### src/rtl/or_n_sticky_sync_chain.sv
// sync_chain: single-bit flop synchroniser of configurable depth.
// DEPTH = 0 passes the input straight through for already-synchronous sources.
module sync_chain #(
  parameter int DEPTH = 2
) (
  input  logic clk,
  input  logic reset,
  input  logic d,
  output logic q
);

  if (DEPTH == 0) begin : g_bypass
    assign q = d;
  end else begin : g_chain
    logic [DEPTH-1:0] stage_r;

    // Shift the raw input through DEPTH flops; stage 0 is the metastability catcher.
    always_ff @(posedge clk or posedge reset) begin
      if (reset) begin
        stage_r <= '0;
      end else begin
        stage_r[0] <= d;
        for (int k = 1; k < DEPTH; k++) begin
          stage_r[k] <= stage_r[k-1];
        end
      end
    end

    assign q = stage_r[DEPTH-1];
  end

endmodule

### src/rtl/or_n_sticky.sv
// or_n_sticky: synchronised N-input OR combiner with per-channel edge/level capture,
// sticky pending flags, first-captured index and overflow detection.
module or_n_sticky #(
  parameter int             N           = 3,
  parameter int             SYNC_STAGES = 2,
  parameter logic [N-1:0]   EDGE_MASK   = '0,
  parameter int             IDX_W       = (N > 1) ? $clog2(N) : 1
) (
  input  logic             clk,
  input  logic             reset,
  input  logic [N-1:0]     in_req,
  input  logic [N-1:0]     en_mask,
  input  logic             clr,
  input  logic [N-1:0]     clr_sel,
  output logic             y_level,
  output logic             y_sticky,
  output logic [N-1:0]     pending,
  output logic [IDX_W-1:0] first_idx,
  output logic             overflow
);

  logic [N-1:0]     sync_s;
  logic [N-1:0]     hist_r;
  logic [N-1:0]     ev_s;
  logic [N-1:0]     clr_hit_s;
  logic [N-1:0]     ovf_hit_s;
  logic             clr_all_s;
  logic [IDX_W-1:0] pick_s;

  function automatic logic [IDX_W-1:0] lowest_set(input logic [N-1:0] v);
    logic [IDX_W-1:0] idx;
    idx = '0;
    for (int i = N - 1; i >= 0; i--) begin
      if (v[i]) begin
        idx = IDX_W'(i);
      end
    end
    return idx;
  endfunction

  for (genvar g = 0; g < N; g++) begin : g_sync
    sync_chain #(.DEPTH(SYNC_STAGES)) u_sync (
      .clk   (clk),
      .reset (reset),
      .d     (in_req[g]),
      .q     (sync_s[g])
    );
  end

  // Event qualification; level channels are kept out of overflow since a held level re-fires.
  always_comb begin
    clr_hit_s = clr ? clr_sel : '0;
    clr_all_s = clr & (&clr_sel);
    ev_s      = en_mask & ((EDGE_MASK & sync_s & ~hist_r) | (~EDGE_MASK & sync_s));
    ovf_hit_s = ev_s & pending & ~clr_hit_s & EDGE_MASK;
    pick_s    = lowest_set(ev_s);
  end

  // Capture state: edge history, level output, sticky flags, first index, overflow.
  always_ff @(posedge clk or posedge reset) begin
    if (reset) begin
      hist_r    <= '0;
      y_level   <= 1'b0;
      pending   <= '0;
      first_idx <= '0;
      overflow  <= 1'b0;
    end else begin
      hist_r   <= sync_s;
      y_level  <= |(sync_s & en_mask);
      pending  <= ev_s | (pending & ~clr_hit_s);
      overflow <= (|ovf_hit_s) | (overflow & ~clr_all_s);
      if ((pending == '0) && (ev_s != '0)) begin
        first_idx <= pick_s;
      end else begin
        first_idx <= first_idx;
      end
    end
  end

  assign y_sticky = |pending;

endmodule
### config.mk
export PLATFORM = sky130hd
export DESIGN_NAME = or_n_sticky
export DESIGN_NICKNAME = d
export VERILOG_FILES = /design/src/rtl/or_n_sticky_sync_chain.sv /design/src/rtl/or_n_sticky.sv
export SDC_FILE = /design/constraint.sdc
export NUM_CORES = 1
export LEC_CHECK = 0
export CAP_MARGIN = 10
export CORE_AREA = 2 2 39 41
export DETAILED_ROUTE_END_ITERATION = 10
export DIE_AREA = 0 0 41 43
export HOLD_SLACK_MARGIN = 0.1
export PLACE_DENSITY = 0.66
export SYNTH_ARGS = -nofsm -noshare
export SYNTH_HDL_FRONTEND = slang
export SYNTH_SLANG_ARGS = --single-unit
### constraint.sdc
create_clock -name clk -period 2.44 [get_ports clk]
set_input_delay 0.366 -clock clk [delete_from_list [all_inputs] [get_ports clk]]
set_output_delay 0.366 -clock clk [all_outputs]
set_load 0.02 [all_outputs]
Yosys cells after proc, flatten, opt, wreduce, memory -nomap -nowiden

Index checks and enable logic that the tools add are counted.

Muxes and demuxes: 4
Bitwise gates (word level): 7
Reductions and logical operators: 6

Operator list:

| operator            | number |
|---|---|
| 3-bit bitwise AND   | 2 |
| 2-bit two-way mux   | 3 |
| 3-bit OR reduction  | 2 |
| 3-bit zero test     | 1 |
| 3-bit two-way mux   | 1 |
| 3-bit NOT           | 1 |
| 3-bit OR            | 1 |
| 3-bit AND reduction | 1 |
| 3-bit nonzero test  | 1 |
| 1-bit bitwise AND   | 2 |
| 1-bit logical AND   | 1 |
| 1-bit NOT           | 1 |

Bits in registers: 13
Input port bits: 12

Longest topological paths before layout

Word-level depth: 4
Depth in mapped cells: 4
Gate-level depth less buffers: 4

Modules after synthesis

Synthesis repeated with hierarchy kept, for this count alone.

Cell total of the unflattened synthesis: 39
Area, all modules: 450.4 um2

Modules (own cells, without submodules):

| module      | area an instance (um2) | instances | cells each |
|---|---|---|---|
| or_n_sticky | 289.0                  | 1         | 30 |
| sync_chain  | 53.8                   | 3         | 3 |

Worst setup path after synthesis

Ideal clock, no wire load.

Path kind: register to output
From: register pending[0]
To: output port y_sticky
Path buffers: 0
Data required time: 2.074 ns
Setup slack: 1.270 ns
Arrival time: 0.804 ns
Cell stages (with the launch flop): 3
Cell sequence: dfrtp_1 > nor3_4 > inv_2

Word-level cells in the longest chain between the ends: 1

RTL lines:

| what                   | RTL line          | text |
|---|---|---|
| start, declared        | or_n_sticky.sv:17 | `output logic [N-1:0] pending,` |
| start signal, assigned | or_n_sticky.sv:70 | `pending <= ev_s \| (pending & ~clr_hit_s);` |
| 3-bit OR reduction     | or_n_sticky.sv:80 | `assign y_sticky = \|pending;` |
| end, declared          | or_n_sticky.sv:16 | `output logic y_sticky,` |

Every way passes these cells.

Final worst setup path

Same ends and word-level chain as after synthesis.

==> reports/qor.txt <==
H-tree depth: 1
Count leader, synth: dfrtp_1
Startpoint types: register
CP peak stage delay: 0.53 ns
Final nets: 72
Pwr dens: 732.1 mW/mm^2
Die Width: 41 um
Routed vias/inst: 4.440
Initial antenna violation count: 0
Worst IR drop on VDD: 0.2721 mV
Grt met1 use: 14.14%
Post-synth top area cell: dfrtp_1
Gr busiest metal: met2
RD Place Congestion: 0.6004
Critical path buffers and inverters: 2
Filler cells: 135
Final Setup Violations: 0
First DRT Iteration DRCs: 4
Via Count: 333
Post-synth top cells: dfrtp_1, nand2_1, o21ai_1
Post-Syn Instances: 36
Synth unique cells: 13
HP Class: reg2reg
Worst setup EP type: primary output
Top cell type's share of synthesized area: 72.63%
All-Layer GR Usage: 12.41%
Antenna-violating nets left: 0
Syn avg cell area: 12.44 um^2
Multi-input gate area: 115.1 um^2
CTS buffer count: 3
Final Skew: 0.003575 ns
Fin. Hold Viols: 0
Die Y: 43 um
CP top delay family: buffers and inverters
Ports: 20
Number of synthesized flops with an enable pin: 0
WS Path Type: reg2out
RSZ-0062 raised after global routing: no
Clk slew on worst S/H paths: 0.07 ns
Layout Area Growth over Synthesis: 52.79%
Die ar.: 0.001763 mm^2
Status: completed
Antenna Cells: 0
Met3 usage: 3.141%
Synth async-reset ratio: 100.0%
Final Max Tran Viols: 0
Lkg Pwr: 0.3086 nW
CP Max Fanout: 3
Number of synthesis warnings: 0
Worst path arrival time: 1.52 ns
First-pass DRT Iterations: 4
Final wirelength: 825 um
Post-CTS resize count: 0
Rows: 14
Post-route insts no fill: 75
Mapped Nets: 48
Post-synth top flop: dfrtp_1
Number of hold buffers added after CTS: 0
Drt drc: 0
First-pass GRT wire length: 1393 um
Top area cells in the synthesized netlist: dfrtp_1, nand2_1, nor3_4, o21ai_1, a22o_1
Normalized max-slew margin: 68.70%
Min Tclk post-route: 1.890 ns
Synthesized area: 447.9 um^2
Largest net degree at the start of global routing: 14
Clock Tree Root: clkbuf_4
Worst path required time: 2.07 ns
Grt met2 use: 18.44%
Final period utilization: 77.44%
Worst-Margin Slew: 0.4690 ns
Overflow after GRT: 0
Max-cap violations: 0
Register area share after synthesis: 72.63%
CTS tree: done
PortBufs: 19
Layout cells sized above 1: 8.475%
Final TNS setup: 0 ns
Initial Utilization: 32.37%
CTS max path bufs: 2
Clock Latency Late Sink: 0.27 ns
Hold_ws: 0.3509 ns
Flops & latches, synth: 13
Vias in the first global route: 364
CP max stage cell: clkdlybuf4s50_1
Wire per inst: 11.00 um
Register area: 325.3 um^2
CTS sink cnt: 13
Max Freq: 0.5292 GHz
DP Cell Count: 71
Buffer count from post-CTS setup fixing: 0
Critical path, cell by cell: nor3_4 -> inv_2 -> clkdlybuf4s50_1
Core area: 0.001384 mm^2
-- worst register-to-register path: cells and delay by family, from the launching register on --
family	cells	cell delay, ns
compound gates	2	0.21
buf+inv	1	0.06
flops	1	0.43
simple gates	1	0.24
-- path summary, 6_finish.rpt --
| check | start | end | slack [ns] | cells past startpoint |
|---|---|---|---|---|
| max | pending[0] | y_sticky | 0.55 | 3 |
| min | g_sync[2].u_sync.g_chain.stage_r[0] | g_sync[2].u_sync.g_chain.stage_r[1] | 0.35 | 0 |
| min reg2reg | g_sync[2].u_sync.g_chain.stage_r[0] | g_sync[2].u_sync.g_chain.stage_r[1] | 0.35 | 0 |
| max in group asynchronous | reset | g_sync[0].u_sync.g_chain.stage_r[1] | 1.72 | 2 |
| max reg2reg | pending[0] | first_idx[0] | 1.39 | 4 |
| min in group asynchronous | reset | overflow | 0.40 | 2 |
-- layout by cell type, fill, tap and decap left out, drive strengths merged --
cell type,synthesis,final
a22o,1,1
nand3,1,1
o21a,1,1
a22oi,1,1
a31oi,1,1
nor3,1,1
clkdlybuf4s50,0,19
a21o,1,1
nand2,11,11
clkbuf,0,4
inv,2,2
a21oi,1,1
dfrtp,13,13
o21ai,2,2
-- per-stage QoR --
| step | utilization (%) | setup WS [ns] | instance area [um^2] | power (mW) |
|---|---|---|---|---|
| CTS | 49.46 | 0.5370 | 684.4 | 0.5089 |
| finish | 49.46 | 0.5505 | 684.4 | 0.5011 |
| floorplan | - | 1.270 | 447.9 | 0.3118 |
| global placement | 47.56 | 0.8612 | 658.1 | 0.3792 |
| global route | 49.46 | 0.4773 | 684.4 | 0.5329 |
| detailed placement | 47.56 | 0.8419 | 658.1 | 0.3811 |
-- sequential cells by signal, summed over array words and instances, names as in the netlist --
signal and count:
g_sync.u_sync.g_chain.stage_r 6, pending 3, y_level 1, overflow 1, first_idx 2
-- per-layer routing --
metal	vias to the layer above	share of wire, %
met1	152	42
met3	0	9.3
met5	-	0
met2	14	48
li1	167	-
met4	0	0
-- kinds of logic after synthesis --
group | after synthesis | synth area share [%]
buf+inv | 2 | 1.674
simple gates | 13 | 13.97
flops | 13 | 72.63
compound gates | 8 | 11.73
-- layout make-up --
class | count | area share, %
multi-input cells | 21 | 16.82
flip-flops and latches | 13 | 47.53
well taps | 16 | 2.925
repair buffers | 19 | 27.79
inverters | 2 | 1.097
clock buffers | 4 | 3.839
-- where the power goes --
| part | internal [mW] | total (mW) | switching, mW |
|---|---|---|---|
| Sequential | 0.240 | 0.257 | 0.0169 |
| Clock | 0.0632 | 0.126 | 0.0631 |
| Combinational | 0.0629 | 0.118 | 0.0553 |
| Total | 0.366 | 0.501 | 0.135 |
Power figures use the tool's default switching activity.
